File: src/rtl/ws2812_serializer_pkg.sv
// -----------------------------------------------------------------------------
// ws2812_serializer_pkg
// Shared definitions for the WS2812 serializer:
//   - SEGMENTS_PER_BIT : bit_segment_clock periods that make up one data bit
//   - state_t          : serializer FSM states
//   - default BITS_PER_LED and LATCH_BITS values for the top module
// No ports (package).
// -----------------------------------------------------------------------------
package ws2812_serializer_pkg;

  localparam int SEGMENTS_PER_BIT     = 3;
  localparam int DEFAULT_BITS_PER_LED = 24;
  localparam int DEFAULT_LATCH_BITS   = 64;

  // Index of the final segment of a bit (the always-low one)
  localparam logic [1:0] SEG_LAST = 2'(SEGMENTS_PER_BIT - 1);

  typedef enum logic [2:0] {
    IDLE     = 3'd0,
    PREFETCH = 3'd1,
    ALIGN    = 3'd2,
    SHIFT    = 3'd3,
    LATCH    = 3'd4
  } state_t;

endpackage

File: src/rtl/ws2812_serializer_edge_strobe.sv
// -----------------------------------------------------------------------------
// ws2812_serializer_edge_strobe
// Two-flop synchroniser followed by a rising-edge detector. Produces a
// registered one-cycle strobe three clocks after the input's rising edge.
// Ports:
//   clock_12mhz  in   system clock
//   reset        in   synchronous, active-high
//   level        in   asynchronous level to watch
//   strobe       out  one-cycle pulse per rising edge of level
// -----------------------------------------------------------------------------
module ws2812_serializer_edge_strobe (
  input  logic clock_12mhz,
  input  logic reset,
  input  logic level,
  output logic strobe
);

  // sync_q[1:0] is the synchroniser pair; sync_q[2] remembers the previous
  // synchronised level so a rising edge is seen exactly once.
  logic [2:0] sync_q;

  always_ff @(posedge clock_12mhz) begin
    if (reset) begin
      sync_q <= 3'b000;
      strobe <= 1'b0;
    end else begin
      sync_q <= {sync_q[1:0], level};
      strobe <= sync_q[1] & ~sync_q[2];
    end
  end

endmodule

File: src/rtl/ws2812_serializer.sv
// -----------------------------------------------------------------------------
// ws2812_serializer
// Serialises one frame of pixel words onto the single-wire WS2812 line.
// Each bit is three bit_segment_clock periods: high, data, low. A frame starts
// on a framerate rising edge, pixels are fetched one ahead through a
// req/valid handshake, and the frame ends with LATCH_BITS bit periods low.
//
// Optional feature: define WS2812_SERIALIZER_GRB_ORDER_EN to treat pixel_data
// as {R,G,B} and send it as {G,R,B} (BITS_PER_LED must be 24).
//
// Ports:
//   clock_12mhz        in   system clock
//   reset              in   synchronous, active-high
//   bit_segment_clock  in   segment timing, three periods per bit
//   bit_clock          in   bit boundary reference
//   framerate          in   rising edge requests a frame
//   pixel_req          out  a pixel word is requested
//   pixel_addr         out  LED index requested
//   pixel_data         in   pixel word, valid with pixel_valid
//   pixel_valid        in   one-cycle acknowledge of pixel_req
//   led_data           out  WS2812 data line
//   frame_busy         out  high from frame start to latch end
//   underrun           out  sticky late-pixel flag, cleared at frame start
// -----------------------------------------------------------------------------
module ws2812_serializer
  import ws2812_serializer_pkg::*;
#(
  parameter int LED_COUNT    = 60,
  parameter int BITS_PER_LED = DEFAULT_BITS_PER_LED,
  parameter int LATCH_BITS   = DEFAULT_LATCH_BITS,
  parameter int ADDR_WIDTH   = 10
) (
  input  logic                    clock_12mhz,
  input  logic                    reset,
  input  logic                    bit_segment_clock,
  input  logic                    bit_clock,
  input  logic                    framerate,
  output logic                    pixel_req,
  output logic [ADDR_WIDTH-1:0]   pixel_addr,
  input  logic [BITS_PER_LED-1:0] pixel_data,
  input  logic                    pixel_valid,
  output logic                    led_data,
  output logic                    frame_busy,
  output logic                    underrun
);

  localparam int BIT_W   = $clog2(BITS_PER_LED + 1);
  localparam int LATCH_W = $clog2(LATCH_BITS + 1);
  localparam logic [BIT_W-1:0]      BIT_LAST   = BIT_W'(BITS_PER_LED - 1);
  localparam logic [LATCH_W-1:0]    LATCH_LAST = LATCH_W'(LATCH_BITS - 1);
  localparam logic [ADDR_WIDTH:0]   LED_TOTAL  = (ADDR_WIDTH + 1)'(LED_COUNT);
  localparam logic [ADDR_WIDTH:0]   ONE_EXT    = (ADDR_WIDTH + 1)'(1);

  state_t                  state, state_d;
  logic [1:0]              seg_cnt, seg_cnt_d;
  logic [BIT_W-1:0]        bit_cnt, bit_cnt_d;
  logic [ADDR_WIDTH-1:0]   led_cnt, led_cnt_d;
  logic [LATCH_W-1:0]      latch_cnt, latch_cnt_d;
  logic [BITS_PER_LED-1:0] shift_reg, shift_reg_d;
  logic [BITS_PER_LED-1:0] prefetch_reg, prefetch_reg_d;
  logic                    prefetch_full, prefetch_full_d;
  logic                    pixel_req_d;
  logic [ADDR_WIDTH-1:0]   pixel_addr_d;
  logic                    led_data_d, frame_busy_d, underrun_d;

  logic                    seg_stb, bit_stb, frame_stb;
  logic [BITS_PER_LED-1:0] load_word;
  logic                    accept, word_is_next, led_end;
  logic [ADDR_WIDTH:0]     next_led;

  ws2812_serializer_edge_strobe u_seg_strobe (
    .clock_12mhz (clock_12mhz),
    .reset       (reset),
    .level       (bit_segment_clock),
    .strobe      (seg_stb)
  );

  ws2812_serializer_edge_strobe u_bit_strobe (
    .clock_12mhz (clock_12mhz),
    .reset       (reset),
    .level       (bit_clock),
    .strobe      (bit_stb)
  );

  ws2812_serializer_edge_strobe u_frame_strobe (
    .clock_12mhz (clock_12mhz),
    .reset       (reset),
    .level       (framerate),
    .strobe      (frame_stb)
  );

`ifdef WS2812_SERIALIZER_GRB_ORDER_EN
  assign load_word = {pixel_data[15:8], pixel_data[23:16], pixel_data[7:0]};
`else
  assign load_word = pixel_data;
`endif

  assign accept       = pixel_req & pixel_valid;
  assign next_led     = {1'b0, led_cnt} + ONE_EXT;
  // An arriving word belongs in the prefetch slot only if it is for the LED
  // after the one on the wire; anything older arrived too late.
  assign word_is_next = ({1'b0, pixel_addr} == next_led);
  assign led_end      = (state == SHIFT) && seg_stb && (seg_cnt == SEG_LAST) &&
                        (bit_cnt == BIT_LAST);

  // Next-state and datapath decode. Requests are re-issued for led_cnt+1
  // whenever the slot is empty and nothing is outstanding, which also covers
  // the cycle after a late word has been discarded.
  always_comb begin
    state_d         = state;
    seg_cnt_d       = seg_cnt;
    bit_cnt_d       = bit_cnt;
    led_cnt_d       = led_cnt;
    latch_cnt_d     = latch_cnt;
    shift_reg_d     = shift_reg;
    prefetch_reg_d  = prefetch_reg;
    prefetch_full_d = prefetch_full;
    pixel_req_d     = pixel_req;
    pixel_addr_d    = pixel_addr;
    led_data_d      = led_data;
    frame_busy_d    = frame_busy;
    underrun_d      = underrun;

    case (state)
      IDLE: begin
        led_data_d = 1'b0;
        if (frame_stb) begin
          frame_busy_d    = 1'b1;
          underrun_d      = 1'b0;
          pixel_addr_d    = '0;
          pixel_req_d     = 1'b1;
          led_cnt_d       = '0;
          prefetch_full_d = 1'b0;
          state_d         = PREFETCH;
        end
      end

      PREFETCH: begin
        if (accept) begin
          shift_reg_d = load_word;
          state_d     = ALIGN;
          if (LED_TOTAL > ONE_EXT) begin
            pixel_addr_d = ADDR_WIDTH'(1);
            pixel_req_d  = 1'b1;
          end else begin
            pixel_req_d = 1'b0;
          end
        end
      end

      ALIGN, SHIFT: begin
        if (accept) begin
          pixel_req_d = 1'b0;
          if (word_is_next && !led_end) begin
            prefetch_reg_d  = load_word;
            prefetch_full_d = 1'b1;
          end
        end else if (!pixel_req && !prefetch_full &&
                     ({1'b0, pixel_addr} < next_led) && (next_led < LED_TOTAL)) begin
          pixel_req_d  = 1'b1;
          pixel_addr_d = next_led[ADDR_WIDTH-1:0];
        end

        if (state == ALIGN) begin
          if (bit_stb) begin
            state_d    = SHIFT;
            seg_cnt_d  = 2'd0;
            bit_cnt_d  = '0;
            led_data_d = 1'b1;
          end
        end else if (seg_stb) begin
          case (seg_cnt)
            2'd0: begin
              seg_cnt_d  = 2'd1;
              led_data_d = shift_reg[BITS_PER_LED-1];
            end
            2'd1: begin
              seg_cnt_d  = 2'd2;
              led_data_d = 1'b0;
            end
            default: begin
              seg_cnt_d   = 2'd0;
              shift_reg_d = shift_reg << 1;
              if (bit_cnt != BIT_LAST) begin
                bit_cnt_d  = bit_cnt + BIT_W'(1);
                led_data_d = 1'b1;
              end else if (next_led == LED_TOTAL) begin
                // Last LED done: any still-outstanding request is abandoned
                state_d         = LATCH;
                led_data_d      = 1'b0;
                latch_cnt_d     = '0;
                pixel_req_d     = 1'b0;
                prefetch_full_d = 1'b0;
              end else begin
                bit_cnt_d  = '0;
                led_cnt_d  = next_led[ADDR_WIDTH-1:0];
                led_data_d = 1'b1;
                // A word arriving on this very cycle is still on time
                if (prefetch_full) begin
                  shift_reg_d     = prefetch_reg;
                  prefetch_full_d = 1'b0;
                end else if (accept && word_is_next) begin
                  shift_reg_d = load_word;
                end else begin
                  shift_reg_d = '0;
                  underrun_d  = 1'b1;
                end
              end
            end
          endcase
        end
      end

      LATCH: begin
        led_data_d = 1'b0;
        if (bit_stb) begin
          if (latch_cnt == LATCH_LAST) begin
            frame_busy_d = 1'b0;
            latch_cnt_d  = '0;
            state_d      = IDLE;
          end else begin
            latch_cnt_d = latch_cnt + LATCH_W'(1);
          end
        end
      end

      default: state_d = IDLE;
    endcase
  end

  // State and datapath registers
  always_ff @(posedge clock_12mhz) begin
    if (reset) begin
      state         <= IDLE;
      seg_cnt       <= 2'd0;
      bit_cnt       <= '0;
      led_cnt       <= '0;
      latch_cnt     <= '0;
      shift_reg     <= '0;
      prefetch_reg  <= '0;
      prefetch_full <= 1'b0;
      pixel_req     <= 1'b0;
      pixel_addr    <= '0;
      led_data      <= 1'b0;
      frame_busy    <= 1'b0;
      underrun      <= 1'b0;
    end else begin
      state         <= state_d;
      seg_cnt       <= seg_cnt_d;
      bit_cnt       <= bit_cnt_d;
      led_cnt       <= led_cnt_d;
      latch_cnt     <= latch_cnt_d;
      shift_reg     <= shift_reg_d;
      prefetch_reg  <= prefetch_reg_d;
      prefetch_full <= prefetch_full_d;
      pixel_req     <= pixel_req_d;
      pixel_addr    <= pixel_addr_d;
      led_data      <= led_data_d;
      frame_busy    <= frame_busy_d;
      underrun      <= underrun_d;
    end
  end

endmodule

File: config.mk
export PLATFORM = sky130hd
export DESIGN_NAME = ws2812_serializer
export DESIGN_NICKNAME = d
export VERILOG_FILES = /design/src/rtl/ws2812_serializer_pkg.sv /design/src/rtl/ws2812_serializer_edge_strobe.sv /design/src/rtl/ws2812_serializer.sv
export SDC_FILE = /design/constraint.sdc
export NUM_CORES = 1
export LEC_CHECK = 0
export CAP_MARGIN = 0
export CORE_ASPECT_RATIO = 0.7
export CORE_UTILIZATION = 32
export DETAILED_ROUTE_END_ITERATION = 8
export GPL_TIMING_DRIVEN = 0
export SLEW_MARGIN = 10
export SYNTH_ARGS = -nofsm -noshare
export SYNTH_HDL_FRONTEND = slang
export SYNTH_SLANG_ARGS = --single-unit
File: constraint.sdc
create_clock -name clock_12mhz -period 4.1 [get_ports clock_12mhz]
set_clock_uncertainty 0.1 [all_clocks]
set_input_delay 0.615 -clock clock_12mhz [delete_from_list [all_inputs] [get_ports clock_12mhz]]
set_output_delay 0.615 -clock clock_12mhz [all_outputs]
set_load 0.02 [all_outputs]
==> metrics.txt <==
outcome finished clean; worst min path class flop to flop; Worst-Margin Slew 885 ps; Via density 5.50; hold depth 1; Synth area leaders dfxtp_1, a21oi_1, o211a_1; met1 Usage GRT 0.288; Pwr Density 314 nW/µm²; initial antenna violation count 0; vias in the first global route 4848; Total GRT Usage 0.184; CTS H-tree lvls 3; CTS sink count 102; Place WS 563 ps; maxcap violations 0; FFs w/ async S/R, synth 0; setup bufs post-CTS 0; period utilization 0.877; Psw 551 µW; cell taking the most area after synthesis dfxtp_1; area occupied by multi-input gates 3120 µm²; Post-DP HPWL 11700 µm; combinational fraction of design power 0.090; setup TNS 0 ps; Final setup viols 0; first-pass GRT wire length 26400 µm; # IOs 44; Post-Route WL 16200 µm; Hold Fails Final Rpt 0; R2R depth 11; Core ar. 17100 µm²; number of flops mapped to enable cells by yosys 0; die area 18000 µm²; Post-Syn Area per Cell 8.19 µm²; TritonCTS buffer count 9; Iter 0 DRT Violations 529; fmax 278 MHz; P_leak 2.38 nW; sequential power share 0.491; clock slew at reported path FFs 70 ps; Max transition margin 0.405; clock power share 0.418; # rows 40; final critical delay including setup and external delays 3600 ps; Wirelength per Cell 16.6 µm; Syn Nets 724; VDD IR max 0.150 mV; Switching Fraction 0.266; Ys Warns 0; post-CTS sizing 0; final worst slack 503 ps; chip width 160 µm; internal power 1.52 mW; CP startpoint kind flop; Slew Viols, Final 0; met2 usage 0.253; nature of the critical path endpoint flop; RSZ-0062 raised after global routing no; Max clock buf depth 2; Final ANT Viol Nets 0; Synth Flop Type dfxtp_1; drt pass-1 iters 6; Post-Synthesis Cell Area 5590 µm²; Port Buffers 42; Synth Register Bits 102; die extent in y 113 µm; Seq/Total Area, Yosys 0.365; area delta synth->final 17.9%; Reg area 2040 µm²; via count 5344; Layout Utilization 0.385; total gr overflow 0; placed instance count 956; final net count 777; ANT cells 0; WP data required 4220 ps; met3 Use GR 0.0322; fraction of layout cells with a size suffix above 1 0.0688; drt drc 0; largest net degree at the start of global routing 19; Worst-Skew Late Latency 350 ps; Root Driver clkbuf_16; Final Non-Filler Cells 972; Setup CP Type flop to flop; # fillers 1811; Synth cell types 66; CTS tree built; Max Fanout on Critical Path 10; post-synthesis cell count 683; # hold bufs at CTS 0; critical path arrival 3720 ps; busiest grt layer met1; routability cong. 0.879; Initial Util 0.327; top-area cell type share of the netlist area 0.365
## cells by family after synthesis
group	share of synthesized area
muxes	0.0181
and+or+nand+nor	0.224
DFF	0.365
buffers and inverters	0.0772
AOI/OAI and AO/OA	0.273
xor gates and xnor gates	0.0181
adders and majority gates	0.0246
## routing by layer
metal  vias to the layer above  wire (µm)
li1                       2638          -
met1                      2539       8640
met2                       153       6430
met3                        14        946
met4                         0        154
met5                         -          0
## path summary, 6_finish.rpt
kind	startpoint	endpoint	slack [ps]
setup reg to reg	led_cnt[0]	prefetch_reg[14]	500
hold reg to reg	u_bit_strobe.sync_q[2]	u_bit_strobe.strobe	280
setup / recovery	led_cnt[0]	prefetch_reg[14]	500
hold / removal	u_bit_strobe.sync_q[2]	u_bit_strobe.strobe	280
## worst max-delay path, stage by stage, from the launching register on
cell	delay (ps)
dfxtp_1	450
ha_1	300
nand3_2	230
nor2_1	270
xnor2_1	110
ha_1	300
nand4_1	90
nor4_1	510
nand4_1	410
clkbuf_1	360
o21ai_0	240
a21oi_1	80
## final cells by class
cell class / count / area share
timing repair buffer: 42 / 0.0637
sequential: 102 / 0.310
buffer: 53 / 0.0421
clock buffer: 10 / 0.0362
inverter: 41 / 0.0233
multi-input combinational: 487 / 0.473
tap: 231 / 0.0438
clock inverter: 6 / 0.00816
## power by group through the flow
stage	sequential (mW)	combinational (mW)	clock (mW)
after global placement	1.04	0.184	0
after CTS	1.02	0.186	0.884
after global routing	1.02	0.204	0.925
final	1.02	0.187	0.866
after floorplan	1.04	0.104	0
after detailed placement	1.04	0.185	0
## synth_stat cells, drive strengths merged, types with 14 or more instances
cell and n:
dfxtp 102, nand2 53, nor2 53, a21oi 48
nand3 47, o21ai 47, inv 40, clkbuf 37
o211ai 32, a311oi 25, o211a 24, buf 16
nor2b 14
## placed cells by master (no fill, tap or decap), types with 3 or more instances in the layout
cell type,Yosys,final
o211a_1,24,24
a311oi_1,24,24
and3_2,3,3
o311ai_0,3,3
and3_1,10,10
nand4_1,12,12
ha_1,11,11
buf_4,6,6
nor3_1,6,6
inv_1,40,40
clkbuf_1,37,37
a31oi_1,8,8
clkdlybuf4s50_1,0,42
a21oi_1,48,48
or3_1,7,7
o211ai_1,32,32
xnor2_1,4,4
o32ai_1,7,7
nand2b_1,7,7
clkbuf_16,0,9
dfxtp_1,102,102
o21ai_0,46,46
mux2i_1,9,9
buf_2,3,3
nor2_1,52,52
nand3_1,46,46
nor4_1,8,8
a211oi_1,4,4
nand3b_1,5,5
nor2b_1,14,14
buf_6,7,7
nand2_1,53,53
## metrics by stage
step / power, mW / hold slack (ps) / instance area, µm²
after CTS: 2.09 / 289 / 6600
after detailed placement: 1.23 / 277 / 6300
after global routing: 2.15 / 297 / 6600
final: 2.07 / 285 / 6600
after global placement: 1.23 / 271 / 6300
after floorplan: 1.15 / 267 / 5590
Power figures use the tool's default switching activity.
